**src/rtl/updown_counter_pkg.sv**
```systemverilog
// Shared constants for the up/down counter family: boundary modes and FSM encoding.
// Latency: n/a (declarations only).
// Backpressure: n/a (declarations only).
package updown_counter_pkg;

  // Boundary behaviour selected by the MODE parameter
  localparam int MODE_WRAP = 0;  // modulo MAX_VAL+1
  localparam int MODE_SAT  = 1;  // clamp at 0 / MAX_VAL, keep counting
  localparam int MODE_HALT = 2;  // clamp, then freeze until clr

  // One-hot FSM encoding
  localparam int STATE_W = 4;
  localparam logic [STATE_W-1:0] S_IDLE_ENC  = 4'b0001;
  localparam logic [STATE_W-1:0] S_CNTUP_ENC = 4'b0010;
  localparam logic [STATE_W-1:0] S_CNTDN_ENC = 4'b0100;
  localparam logic [STATE_W-1:0] S_HALT_ENC  = 4'b1000;

  typedef enum logic [STATE_W-1:0] {
    ST_IDLE  = S_IDLE_ENC,
    ST_CNTUP = S_CNTUP_ENC,
    ST_CNTDN = S_CNTDN_ENC,
    ST_HALT  = S_HALT_ENC
  } state_e;

endpackage

```
**src/rtl/updown_step_calc.sv**
```systemverilog
// Next-count calculator: applies one up/down step with wrap or clamp at the boundaries.
// Latency: purely combinational, zero cycles.
// Backpressure: none; the result is valid whenever the inputs are.
module updown_step_calc
  import updown_counter_pkg::*;
#(
  parameter int COUNTER_WIDTH = 5,
  parameter int STEP_WIDTH    = 2,
  parameter int MAX_VAL       = (1 << COUNTER_WIDTH) - 1,
  parameter int MODE          = MODE_WRAP
) (
  input  logic [COUNTER_WIDTH-1:0] count,
  input  logic [STEP_WIDTH-1:0]    step,
  input  logic                     up_down_n,
  output logic [COUNTER_WIDTH-1:0] next_count,
  output logic                     ovf_evt,
  output logic                     unf_evt
);

  // One extra bit so the sum/difference never truncates before the boundary compare
  localparam int EW = COUNTER_WIDTH + 1;
  localparam logic [EW-1:0] MAX_EXT = EW'(MAX_VAL);
  localparam logic [EW-1:0] MOD_EXT = EW'(MAX_VAL + 1);

  logic [EW-1:0] cnt_ext;
  logic [EW-1:0] step_ext;
  logic [EW-1:0] sum_ext;
  logic [EW-1:0] wrap_dn_ext;

  // Extended-width arithmetic for both directions
  always_comb begin
    cnt_ext     = {1'b0, count};
    step_ext    = EW'(step);
    sum_ext     = cnt_ext + step_ext;
    wrap_dn_ext = cnt_ext + MOD_EXT - step_ext;
  end

  // Boundary decision: landing exactly on 0 or MAX_VAL is a normal step, not an event
  always_comb begin
    next_count = count;
    ovf_evt    = 1'b0;
    unf_evt    = 1'b0;
    if (up_down_n) begin
      if (sum_ext > MAX_EXT) begin
        ovf_evt    = 1'b1;
        next_count = (MODE == MODE_WRAP) ? COUNTER_WIDTH'(sum_ext - MOD_EXT)
                                         : COUNTER_WIDTH'(MAX_VAL);
      end else begin
        next_count = sum_ext[COUNTER_WIDTH-1:0];
      end
    end else begin
      if (step_ext > cnt_ext) begin
        unf_evt    = 1'b1;
        next_count = (MODE == MODE_WRAP) ? COUNTER_WIDTH'(wrap_dn_ext)
                                         : '0;
      end else begin
        next_count = COUNTER_WIDTH'(cnt_ext - step_ext);
      end
    end
  end

endmodule

```
**src/rtl/updown_counter_mod.sv**
```systemverilog
// Up/down counter with programmable modulus, multi-step, load/clear and wrap/sat/halt boundary modes.
// Latency: inputs sampled at a rising edge show on count/flags/tc right after that edge.
// Backpressure: none; every cycle is accepted, HALT mode ignores en/load until clr.
module updown_counter_mod
  import updown_counter_pkg::*;
#(
  parameter int COUNTER_WIDTH = 5,
  parameter int MAX_VAL       = (1 << COUNTER_WIDTH) - 1,
  parameter int STEP_WIDTH    = 2,
  parameter int MODE          = MODE_WRAP
) (
  input  logic                     clk,
  input  logic                     rst,
  input  logic                     en,
  input  logic                     up_down_n,
  input  logic [STEP_WIDTH-1:0]    step,
  input  logic                     load,
  input  logic [COUNTER_WIDTH-1:0] load_val,
  input  logic                     clr,
  output logic [COUNTER_WIDTH-1:0] count,
  output logic                     ovflw,
  output logic                     unflw,
  output logic                     tc,
  output logic                     halted
);

  localparam logic [COUNTER_WIDTH:0] MAX_EXT = (COUNTER_WIDTH + 1)'(MAX_VAL);
  localparam logic [COUNTER_WIDTH-1:0] MAX_CNT = COUNTER_WIDTH'(MAX_VAL);

  state_e                     state;
  state_e                     dir_state;
  logic [COUNTER_WIDTH-1:0]   next_count;
  logic [COUNTER_WIDTH-1:0]   load_clamped;
  logic                       ovf_evt;
  logic                       unf_evt;
  logic                       bnd_evt;

  updown_step_calc #(
    .COUNTER_WIDTH (COUNTER_WIDTH),
    .STEP_WIDTH    (STEP_WIDTH),
    .MAX_VAL       (MAX_VAL),
    .MODE          (MODE)
  ) u_step_calc (
    .count      (count),
    .step       (step),
    .up_down_n  (up_down_n),
    .next_count (next_count),
    .ovf_evt    (ovf_evt),
    .unf_evt    (unf_evt)
  );

  // Direction-driven next state and clamped load value; compare in the wide domain
  // so a MAX_VAL at the top of the range does not turn into a constant compare
  always_comb begin
    dir_state = ST_IDLE;
    if (en) begin
      dir_state = up_down_n ? ST_CNTUP : ST_CNTDN;
    end
    load_clamped = ({1'b0, load_val} > MAX_EXT) ? MAX_CNT : load_val;
    bnd_evt      = ovf_evt | unf_evt;
  end

  // FSM plus count, sticky flags and terminal-count pulse; priority clr > load > step
  always_ff @(posedge clk or posedge rst) begin
    if (rst) begin
      state  <= ST_IDLE;
      count  <= '0;
      ovflw  <= 1'b0;
      unflw  <= 1'b0;
      tc     <= 1'b0;
      halted <= 1'b0;
    end else begin
      tc <= 1'b0;
      if (clr) begin
        state  <= ST_IDLE;
        count  <= '0;
        ovflw  <= 1'b0;
        unflw  <= 1'b0;
        halted <= 1'b0;
      end else begin
        case (state)
          ST_IDLE, ST_CNTUP, ST_CNTDN: begin
            if (load) begin
              count <= load_clamped;
              state <= dir_state;
            end else if (en) begin
              count <= next_count;
              ovflw <= ovflw | ovf_evt;
              unflw <= unflw | unf_evt;
              tc    <= bnd_evt;
              if ((MODE == MODE_HALT) && bnd_evt) begin
                state  <= ST_HALT;
                halted <= 1'b1;
              end else begin
                state <= dir_state;
              end
            end else begin
              state <= ST_IDLE;
            end
          end
          ST_HALT: begin
            // Frozen: count, flags and halted hold until clr or rst
            halted <= 1'b1;
          end
          default: begin
            // Corrupted encoding: fall back to a known-good idle state
            state  <= ST_IDLE;
            halted <= 1'b0;
          end
        endcase
      end
    end
  end

  // Flag a corrupted one-hot state in simulation; ignored by synthesis
  illegal_state_chk: assert property (@(posedge clk) disable iff (rst) $onehot(state))
    else $warning("updown_counter_mod: illegal state encoding %b, recovering to IDLE", state);

endmodule
```
**config.mk**
```make
export PLATFORM = sky130hd
export DESIGN_NAME = updown_counter_mod
export DESIGN_NICKNAME = d
export VERILOG_FILES = /design/src/rtl/updown_counter_pkg.sv /design/src/rtl/updown_step_calc.sv /design/src/rtl/updown_counter_mod.sv
export SDC_FILE = /design/constraint.sdc
export NUM_CORES = 1
export LEC_CHECK = 0
export BUFFER_PORTS_ARGS = -buffer_cell sky130_fd_sc_hd__buf_4
export CORE_MARGIN = 3
export CORE_UTILIZATION = 44
export DETAILED_ROUTE_END_ITERATION = 12
export HOLD_SLACK_MARGIN = 0.08
export PLACE_DENSITY_LB_ADDON = 0.08
export SLEW_MARGIN = 30
export SYNTH_ARGS = -nofsm -noshare
export SYNTH_HDL_FRONTEND = slang
export SYNTH_HIERARCHICAL = 1
export SYNTH_SLANG_ARGS = --single-unit
export TNS_END_PERCENT = 5
```
**constraint.sdc**
```tcl
create_clock -name clk -period 1.9 [get_ports clk]
set_input_delay 0 -clock clk [delete_from_list [all_inputs] [get_ports clk]]
set_output_delay 0 -clock clk [all_outputs]
set_load 0.005 [all_outputs]
```
* After elaboration in Yosys (flattened, before gate mapping)
Cells that the tools add are included.
Word-level totals: output and inout bits 9, input port bits 13, bits in registers 13, word-level logic and storage cells 60
Operators by class: add/subtract/negate cells 5, bitwise gates (word level) 3, multiplexer cells 31, order comparisons 2, eq/ne operators 7, reductions and logical operators 6
Operators with widths (number):
- 2-to-1 mux 5 bit | 7
- 2-to-1 mux 1 bit | 17
- 2-to-1 mux 4 bit | 3
- subtractor 5 x 2 -> 5 bit | 2
- one-hot mux 4 bit (2 select lines) | 1
- adder 5 x 2 -> 6 bit | 1
- > comparator 6 x 5 -> 1 bit, second input constant | 1
- 2-to-1 mux 3 bit | 2
- adder 5 x 1 -> 5 bit, second input constant | 1
- > comparator 2 x 5 -> 1 bit | 1
- subtractor 5 x 1 -> 5 bit, second input constant | 1
- equality test 4 x 1 -> 1 bit, second input constant | 1
- equality test 4 x 2 -> 1 bit, second input constant | 1
- equality test 4 x 3 -> 1 bit, second input constant | 1
- equality test 4 bit, second input constant | 1
- inequality test 2 bit, second input constant | 2
- nonzero test 2 bit | 2
- bitwise OR 1 bit | 3
- AND reduction 3 bit | 1
- nonzero test 3 bit | 1
- OR reduction 3 bit | 1
- inequality test 2 x 1 -> 1 bit, second input constant | 1
- one-hot mux 1 bit (2 select lines) | 1
- AND reduction 2 bit | 1

* Depth between registers and ports, before layout
Gate-level depths: netlist (run 1).
depth after elaboration 9, mapped depth 10, depth with buffers taken out 10

* By module
The synthesis (run 1) kept the hierarchy.
By module, submodules not included:
- updown_counter_mod | seq. area each 276.5 µm², area each 539.3 µm², times used 1, cells an instance 52
- updown_step_calc | seq. area each 0.0 µm², area each 207.7 µm², times used 1, cells an instance 25

* Worst setup path before layout (run 1)
No wires, ideal clock.
path kind register to register, from register count[0], to register count[4], stages on the path, launching flop included 11, setup slack -0.189 ns, data arrival time 1.950 ns, buffers on the path 0, data required time 1.762 ns, period minus slack after synthesis 2.089 ns, cell sequence dfrtp_1 -> inv_1 -> ha_1 -> inv_1 -> fa_1 -> nor4_1 -> a41oi_1 -> xnor2_1 -> or3b_2 -> o21ai_0 -> a221oi_1
Between the ends: cells in the longest elaborated chain, start to end 8
RTL lines:
- start, declared | line updown_counter_mod.sv:20 | output logic [COUNTER_WIDTH-1:0] count,
- start signal, assigned | line updown_counter_mod.sv:84 | count <= load_clamped;
- start signal, assigned | line updown_counter_mod.sv:87 | count <= next_count;
- adder 5 x 1 -> 5 bit or adder 5 x 2 -> 6 bit (tied branches) | line updown_step_calc.sv:35, updown_step_calc.sv:34
- subtractor 5 x 2 -> 5 bit, or another cell as far along | line updown_step_calc.sv:35 | wrap_dn_ext = cnt_ext + MOD_EXT - step_ext;
- 2-to-1 mux 5 bit (on tied branches) | line updown_step_calc.sv:52, updown_step_calc.sv:44
- 2-to-1 mux 5 bit (*) | line updown_step_calc.sv:43 | if (up_down_n) begin
- named net next_count[4] | line updown_counter_mod.sv:32 | logic [COUNTER_WIDTH-1:0] next_count;
- 2-to-1 mux 5 bit (*) | line updown_counter_mod.sv:86 | end else if (en) begin
- 2-to-1 mux 5 bit (*) | line updown_counter_mod.sv:83 | if (load) begin
- 2-to-1 mux 5 bit (*) | line updown_counter_mod.sv:81 | case (state)
- 2-to-1 mux 5 bit (*) | line updown_counter_mod.sv:74 | if (clr) begin
Mark *: on every way through the listed nets, which the timed path passes. The rest lies on a longest branch. The select of a mux whose other input is x is not followed. A chain may end at the register's enable or synchronous reset.

* Final worst setup path (run 1)
from register count[1], to register count[3]
Same word-level chain as after synthesis.

==> results.md, run 1 <==
* Port Buffers at 20
* DR iter-0 viols at 18
* Netlist cell types at 27
* Sink Count at 11
* HP Class: primary input to flip-flop
* Setup Crit Path Kind: flip-flop to flip-flop
* Unrepaired setup endpoints after global routing: true
* Fin worst setup slack at -160 ps
* Vias in the first global route at 645
* Vias at 711
* Syn nets at 96
* GP Congestion at 0.872
* CTS tree: built
* Final hold violations at 0
* # Max-Cap Violations at 0
* Synth Warn # at 6
* Worst Setup Start Kind: flip-flop
* Inserted Diodes at 0
* Area Overhead vs Synth at 52.8%
* VDD IR-drop max at 427 µV
* Seq/Total Area, Yosys at 37.0%
* DPL Wire Length at 1.28 mm
* Status: complete, but fails checks
* Hold Slack at 105 ps
* Cell taking the most area after synthesis: dfrtp_1
* Crit path time final at 2060 ps
* Async SR Flop Fraction at 100%
* Clk buf depth at 2
* Mapped cell area at 747 µm²
* Die X-Extent at 47.2 µm
* Wire per inst at 15.4 µm
* Post-synth EDFFs at 0
* Mapped Cells at 77
* Crit path capture type: flip-flop
* Die area at 2230 µm²
* 1st-pass router iterations at 4
* DRT Wirelength at 2.00 mm
* Share of cells above drive strength 1 at 49.1%
* Largest net degree at the start of global routing at 12
* Global Route Usage Sum at 18.8%
* CP required at 2030 ps
* Final Cell Area at 1140 µm²
* Most numerous cell in the Yosys netlist: inv_1
* Nets@finish at 134
* Area contributors post-synth: dfrtp_1 (34%), inv_1 (7.5%), ha_1 (6.7%), a221oi_1 (5.9%), or3b_2 (5.9%)
* Mean post-synth cell area at 9.70 µm²
* DRC errors left at 0
* Top Ports at 22
* Clock latency on the worst-skew pair at 270 ps
* Worst path arrival time at 2190 ps
* R2R Setup Slk at -160 ps
* Max Slew Vio Count at 0
* Power Dens Cells at 640 nW/µm²
* Vias/cell at 5.47
* Post-Place Worst Slack at -269 ps
* Final critical-path share of the clock period at 108%
* Fillers at 118
* Antenna Nets Post-Route at 0
* Finished Core Util at 73.2%
* CP max FO at 5
* Failing checks: negative setup slack
* Share of Yosys cell area claimed by the top area cell type at 33.5%
* Achievable frequency at 485 MHz
* First-pass GRT wire length at 2.89 mm
* Reg clk slew, reported paths at 80 ps
* Die Height at 47.2 µm
* Commonest cells post-synth: inv_1 (15), dfrtp_1 (10), o21ai_0 (6)
* Register bit total from synthesis at 11
* Setup Skew at 6.32 ps
* Grt total ovfl at 0
* Cts bufs inserted at 3
* CTS root buf: clkbuf_4
* Rows at 14
* Main synth FF type: dfrtp_1
* Initial antenna violation count at 0
* Leak pwr at 0.522 nW
* H-tree depth at 1
* CORE AREA at 1560 µm²
* Placed cell area at 947 µm²
* Initial core utilization at 47.9%
* Final setup viols at 4
[logic make-up (layout without fill, tap and decap cells)]
family / after synthesis / in the layout / synth area share, %
AO/OA/AOI/OAI: 20 / 20 / 19.8
XOR/XNOR: 4 / 4 / 4.69
adder cells (fa/ha/maj): 6 / 6 / 12.1
buffers and inverters: 16 / 53 / 8.54
flip-flops: 11 / 11 / 37.0
multiplexers: 2 / 2 / 3.01
other: 1 / 1 / 0.502
AND/OR/NAND/NOR: 17 / 17 / 14.4
[metal layers]
layer,vias to the layer above,track usage [%],part of all wire (%)
met2,22,27.4,49
met3,4,5.75,5.3
met4,0,4.97,1.4
met5,-,0,0
li1,346,-,-
met1,339,27.0,44
[flip-flops by register name, indices dropped and copies added, names as in the netlist]
signal  flops
count       5
ovflw       1
state       3
tc          1
unflw       1
[cell type report]
cell class | instances | area [µm²] | area share (%)
multi-input combinational | 50 | 489 | 42.9
timing repair buffer | 34 | 272 | 23.8
inverter | 15 | 56.3 | 4.93
clock buffer | 4 | 26.3 | 2.30
sequential | 11 | 278 | 24.3
tap | 16 | 20.0 | 1.75
[cells in the final DEF (no fill, tap or decap), drive strengths merged]
cell and count:
buf 29, inv 15, dfrtp 10, o21ai 6, dlygate4sd3 5, a221oi 5
or3b 5, clkbuf 4, ha 4, nand2 3, nor2 3, xor2 2
nor2b 2, o22ai 2, xnor2 2, fa 2, mux2 2, a21oi 2
o221ai 1, and3 1, and3b 1, o2111ai 1, conb 1, dfstp 1
a2111o 1, o211ai 1, nor4 1, a41oi 1, nor3 1
[what timing repair did]
| action | CTS | global route |
|---|---|---|
| endpoints found under the setup margin | 4 | 4 |
| cloned | 0 | 0 |
| buffers inserted | 1 | 3 |
| pin swaps | 6 | 11 |
| gates resized for setup | 11 | 12 |
| endpoints found under the hold margin | 19 | 1 |
| hold buffers | 4 | 1 |
[per-stage QoR]
step / instances / TNS, ps / power [mW]
global placement: 117 / -644 / 0.487
global route: 130 / -791 / 0.770
detailed placement: 117 / -789 / 0.491
finish: 130 / -518 / 0.730
CTS: 126 / -841 / 0.688
floorplan: 77 / -499 / 0.395
[path summary, 6_finish.rpt]
path                            startpoint        to  depth (start not counted)
worst max-delay path              count[1]  count[3]                          7
worst max register to register    count[1]  count[3]                          7
worst min register to register       unflw     unflw                          2
max in group asynchronous              rst  state[0]                          3
min in group asynchronous              rst     ovflw                          3
worst min-delay path             up_down_n  state[1]                          2
[report_power, final]
group          switching [mW]  internal [mW]
clock network          0.0832         0.0814
registers              0.0275          0.254
logic                   0.125          0.159
total                   0.236          0.494
[critical path, stage by stage, from the launching register on]
cell,delay (ps)
dfrtp_2,450
ha_4,230
a2111o_1,460
nand2_1,90
xor2_1,60
or3b_2,430
o21ai_0,90
a221oi_1,110
No activity file was read; power rests on OpenSTA's default activity.
==> run 2, diff against run 1 <==
- CORE_UTILIZATION: 44 -> 45
- SYNTH_HIERARCHICAL: 1 -> default
==> results.md, run 2 <==
* Fin worst setup slack at -10.3 ps (+150 ps)
* H-tree depth at 1 (unchanged)
* Sequential power share at 41.3% (+2.7 points)
* Largest register FFs at 5 (unchanged)
* Vias/cell at 5.70 (+4.1%)
* Top Ports at 22 (unchanged)
* Main synth FF type: dfrtp_1
* CTS root buf: clkbuf_4
* Top reg by flops: count
* Vias at 712 (+0.14%)
* Nets@finish at 129 (-3.7%)
* Commonest non-fill, non-tap cell in the layout: buf_4
* Initial antenna violation count at 0 (unchanged)
* # Max-Cap Violations at 0 (unchanged)
* Mapped cell area at 790 µm² (+5.7%)
* Worst path arrival time at 2090 ps (-100 ps)
* Inserted Diodes at 0 (unchanged)
* Area Overhead vs Synth at 34.1%
* Crit path capture type: flip-flop
* Mean post-synth cell area at 9.63 µm² (-0.75%)
* HP Class: primary input to flip-flop
* Die X-Extent at 47.9 µm (+1.5%)
* Switching power at 0.208 mW (-12%)
* Least-Margin Pin Slew at 583 ps
* Clk buf depth at 2 (unchanged)
* CP required at 2080 ps (+50 ps)
* Die Height at 47.9 µm (+1.5%)
* Final critical-path share of the clock period at 101% (-7.9 points)
* Reg clk slew, reported paths at 70 ps (about the same)
* CORE AREA at 1580 µm² (+1.1%)
* Async SR Flop Fraction at 100% (unchanged)
* Commonest cells post-synth: dfrtp_1 (10), inv_1 (10), nor2_1 (7)
* Final Cell Area at 1060 µm² (-7.2%)
* Setup Crit Path Kind: flip-flop to flip-flop
* Unrepaired setup endpoints after global routing: true
* Largest net degree at the start of global routing at 19 (+7)
* Share of Yosys cell area claimed by the top area cell type at 31.7% (-1.8 points)
* Post-synth EDFFs at 0 (unchanged)
* Cell taking the most area after synthesis: dfrtp_1
* Internal Power at 0.447 mW (-9.6%)
* Cts bufs inserted at 3 (unchanged)
* Final hold violations at 0 (unchanged)
* Rows at 14 (unchanged)
* Power Dens Cells at 619 nW/µm² (-3.4%)
* 1st-pass router iterations at 4 (unchanged)
* Mapped Cells at 82 (+6.5%)
* GP Congestion at 0.836 (-4.1%)
* Max Slew Vio Count at 0 (unchanged)
* Failing checks: negative setup slack
* Antenna Nets Post-Route at 0 (unchanged)
* Final setup viols at 1 (-3)
* Wire per inst at 14.7 µm (-4.4%)
* Achievable frequency at 523 MHz (+7.9%)
* Status: complete, but fails checks
* DPL Wire Length at 1.35 mm (+5.2%)
* Net Sw Frac at 31.7% (-0.56 points)
* CTS tree: built
* Initial core utilization at 50.1% (+2.2 points)
* Vias in the first global route at 701 (+8.7%)
* DR iter-0 viols at 30 (+12)
* Die area at 2290 µm² (+2.9%)
* Commonest non-fill, non-tap cells in the layout: buf_4 (23), dfrtp_1 (10), inv_1 (8)
* Post-Place Worst Slack at -32.8 ps (+236 ps)
* Clock power share at 24.2% (+1.7 points)
* Syn nets at 101 (+5.2%)
* Share of cells above drive strength 1 at 35.8% (-13 points)
* Register bit total from synthesis at 11 (unchanged)
* Worst Setup Start Kind: flip-flop
* CP max FO at 2 (-3)
* Grt total ovfl at 0 (unchanged)
* Crit path time final at 1910 ps (-150 ps)
* Combinational share of power at 34.5% (-4.4 points)
* Setup TNS at -10.3 ps (+507 ps)
* Global Route Usage Sum at 19.0% (+0.21 points)
* Seq/Total Area, Yosys at 35.0% (-2.0 points)
* Port Buffers at 20 (unchanged)
* Clock latency on the worst-skew pair at 270 ps (about the same)
* Netlist cell types at 41 (+52%)
* Leak pwr at 0.485 nW (-7.1%)
* Placed cell area at 945 µm² (-0.26%)
* Synth Warn # at 0 (-6)
* Slew headroom at 61.1%
* DRT Wirelength at 1.84 mm (-8.0%)
* Largest registers: count (5), state (3)
* Setup Skew at 0.948 ps (-5.37 ps)
* First-pass GRT wire length at 3.04 mm (+5.2%)
* Sink Count at 11 (unchanged)
* VDD IR-drop max at 458 µV (+7.1%)
* Area contributors post-synth: dfrtp_1 (32%), ha_1 (6.3%), fa_1 (5.1%), inv_1 (4.8%), a211oi_1 (3.8%)
* DRC errors left at 0 (unchanged)
[run 2: timing repair]
action                                  CTS  global route
hold buffers                              5             0
endpoints found under the hold margin    20             0
pin swaps                                 1             2
buffers inserted                          1             0
resized for setup                         3             6
endpoints found under the setup margin    4             5
[run 2: final timing paths]
kind,endpoint,slack (ps),from,cells after the start
max,unflw,-10,count[1],5
min,count[3],100,load_val[3],3
max reg2reg,unflw,-10,count[1],5
min reg2reg,ovflw,530,ovflw,2
max in group asynchronous,state[0],1300,rst,3
min in group asynchronous,count[1],280,rst,3
[run 2: layer usage]
layer  routed length (µm)  global-route usage (%)  vias up  share of wire (%)
met5                    0                       0        -                  0
met4                   16                    6.45        0               0.87
met3                  117                    4.51        2                6.4
met2                  884                    30.3       23                 48
met1                  824                    25.2      339                 45
li1                     -                       -      348                  -
[run 2: cell type report]
| type | instances | area [µm²] |
|---|---|---|
| well taps | 16 | 20.0 |
| repair buffers | 28 | 223 |
| multi-input cells | 56 | 472 |
| fillers | 140 | 518 |
| flip-flops and latches | 11 | 277 |
| clock buffers | 3 | 22.5 |
| inverters | 10 | 40.0 |
| clock inverters | 1 | 5.00 |
[run 2: per-stage QoR]
step	instances	hold WS [ps]	power [mW]	utilization [%]
after floorplan	82	-148	0.397	-
after global placement	115	23.4	0.469	59.9
after detailed placement	115	25.8	0.475	59.9
after CTS	125	88.2	0.655	65.6
after global routing	125	110	0.705	67.1
final	125	97.3	0.655	67.1
[run 2: cells by family (layout without fill, tap and decap cells)]
family	Yosys count	in the layout	share of synthesized area [%]
other	1	1	0.475
AND/OR/NAND/NOR	24	24	18.1
adder cells (fa/ha/maj)	6	6	11.4
flip-flops	11	11	35.0
XOR/XNOR	1	1	1.11
buffers and inverters	15	42	8.56
AO/OA/AOI/OAI	23	23	24.1
multiplexers	1	1	1.27
[run 2: critical path: stages, from the launching register on]
cell,delay [ps]
dfrtp_1,380
ha_1,270
nor2b_1,140
or4_4,420
or3_4,350
o32ai_2,250
[run 2: power groups by stage]
| stage | registers [mW] | clock network [mW] | logic [mW] |
|---|---|---|---|
| after detailed placement | 0.275 | 0 | 0.200 |
| after global placement | 0.274 | 0 | 0.195 |
| after floorplan | 0.276 | 0 | 0.121 |
| after CTS | 0.270 | 0.169 | 0.215 |
| after global routing | 0.273 | 0.182 | 0.251 |
| final | 0.271 | 0.159 | 0.226 |
==> run 3, diff against run 2 <==
- CTS_CLUSTER_SIZE: default -> 14
- SETUP_SLACK_MARGIN: default -> 0.1
==> results.md, run 3 (same netlist as run 2, synthesis figures left out) <==
* Nets@finish at 128 (-0.78%)
* Die X-Extent at 47.9 µm (unchanged)
* HP Class: primary input to flip-flop
* CTS tree: built
* Area Overhead vs Synth at 32.3%
* Largest register FFs at 5 (unchanged)
* Leak pwr at 0.478 nW (-1.5%)
* Fillers at 119 (-15%)
* Top Metal Used: met4
* Initial antenna violation count at 0 (unchanged)
* Final hold violations at 0 (unchanged)
* Largest registers: count (5), state (3)
* DR iter-0 viols at 18 (-40%)
* Hold Slack at 95.4 ps (-1.89 ps)
* Met1 Wirelength at 865 µm (+5.0%)
* Slew headroom at 59.2% (-1.9 points)
* Fin worst setup slack at -8.77 ps (+1.57 ps)
* 1st-pass router iterations at 4 (unchanged)
* Global Route Usage Sum at 19.3% (+0.24 points)
* CTS root buf: clkbuf_4
* CORE AREA at 1580 µm² (unchanged)
* Antenna Nets Post-Route at 0 (unchanged)
* Wire per inst at 15.5 µm (+5.1%)
* Clock latency on the worst-skew pair at 270 ps (about the same)
* Setup Skew at 2.58 ps (+1.63 ps)
* Die area at 2290 µm² (unchanged)
* Grt total ovfl at 0 (unchanged)
* Crit path time final at 1910 ps (-1.57 ps)
* DRC errors left at 0 (unchanged)
* Status: complete, but fails checks
* CP max FO at 2 (unchanged)
* Non-Filler Instances at 124 (-0.80%)
* Final setup viols at 1 (unchanged)
* Vias/cell at 5.81 (+2.1%)
* Crit path capture type: flip-flop
* DR WL met2 at 914 µm (+3.4%)
* Rows at 14 (unchanged)
* Post-Place Worst Slack at -47.4 ps (-14.6 ps)
* Least-Margin Pin Slew at 612 ps (+28.6 ps)
* First-pass GRT wire length at 3.08 mm (+1.2%)
* Inserted Diodes at 0 (unchanged)
* Vias at 721 (+1.3%)
* H-tree depth at 1 (unchanged)
* Port Buffers at 20 (unchanged)
* Vias in the first global route at 690 (-1.6%)
* Largest net degree at the start of global routing at 19 (unchanged)
* Max Slew Vio Count at 0 (unchanged)
* GP Congestion at 0.830 (-0.71%)
* Post-placement cell count at 115 (unchanged)
* Initial core utilization at 50.1% (unchanged)
* Sink Count at 11 (unchanged)
* DPL Wire Length at 1.32 mm (-2.2%)
* Failing checks: negative setup slack
* Share of cells above drive strength 1 at 36.1% (+0.33 points)
* Commonest non-fill, non-tap cell in the layout: buf_4
* CP required at 2080 ps (about the same)
* Worst Setup Start Kind: flip-flop
* Commonest non-fill, non-tap cells in the layout: buf_4 (23), dfrtp_1 (10), inv_1 (9)
* Clk buf depth at 2 (unchanged)
* Cts bufs inserted at 3 (unchanged)
* Top Ports at 22 (unchanged)
* DRT Wirelength at 1.92 mm (+4.2%)
* Die Height at 47.9 µm (unchanged)
* Final critical-path share of the clock period at 100% (about the same)
* Worst path arrival time at 2090 ps (about the same)
* Power Dens Cells at 631 nW/µm² (+2.0%)
* Unrepaired setup endpoints after global routing: true
* # Max-Cap Violations at 0 (unchanged)
* Finished Core Util at 66.3% (-0.87 points)
* Setup Crit Path Kind: flip-flop to flip-flop
* Met3 Routed Length at 124 µm (+6.0%)
* Top reg by flops: count
* Achievable frequency at 524 MHz (about the same)
* VDD IR-drop max at 539 µV (+18%)
* Reg clk slew, reported paths at 70 ps (about the same)
-- run 3: repair_timing --
item	in CTS	in global routing
endpoints found under the hold margin	19	0
hold buffers	4	0
gates resized for setup	5	3
pin swaps	1	4
endpoints found under the setup margin	5	6
buffers inserted	0	1
-- run 3: metrics by stage --
stage	TNS (ps)	instance area, µm²	total power [mW]
finish	-8.77	1040	0.659
CTS	0	1020	0.650
global placement	-9.59	945	0.469
detailed placement	-86.6	945	0.474
global route	-315	1040	0.704
floorplan	0	790	0.397
-- run 3: worst max-delay path: stages (launching register included) --
cell and delay [ps]:
dfrtp_1 380, ha_1 280, nor2b_1 140, or4_4 420, or3_4 360, o32ai_2 240
-- run 3: report_power, final --
part           total (mW)  leakage, nW  switching (mW)  internal (mW)
combinational       0.226        0.317           0.111          0.115
sequential          0.270        0.146          0.0174          0.252
clock               0.164       0.0150          0.0823         0.0813
-- run 3: worst paths after layout --
kind	depth (start not counted)	start	slack, ps	to
max	5	count[1]	-9	unflw
min	3	load_val[3]	100	count[3]
max reg2reg	5	count[1]	-9	unflw
min reg2reg	2	ovflw	530	ovflw
max in group asynchronous	3	rst	1290	state[0]
min in group asynchronous	3	rst	280	state[2]
-- run 3: cell type report --
class	count	area [µm²]	share of cell area, %
inverters	10	37.5	3.59
repair buffers	27	213	20.4
clock buffers	4	26.3	2.51
flip-flops and latches	11	277	26.5
well taps	16	20.0	1.92
multi-input cells	56	472	45.1
-- run 3: layer usage --
metal / vias up / global-route usage (%)
met3: 2 / 4.51
li1: 346 / -
met5: - / 0
met2: 27 / 31.9
met1: 346 / 24.5
met4: 0 / 6.45
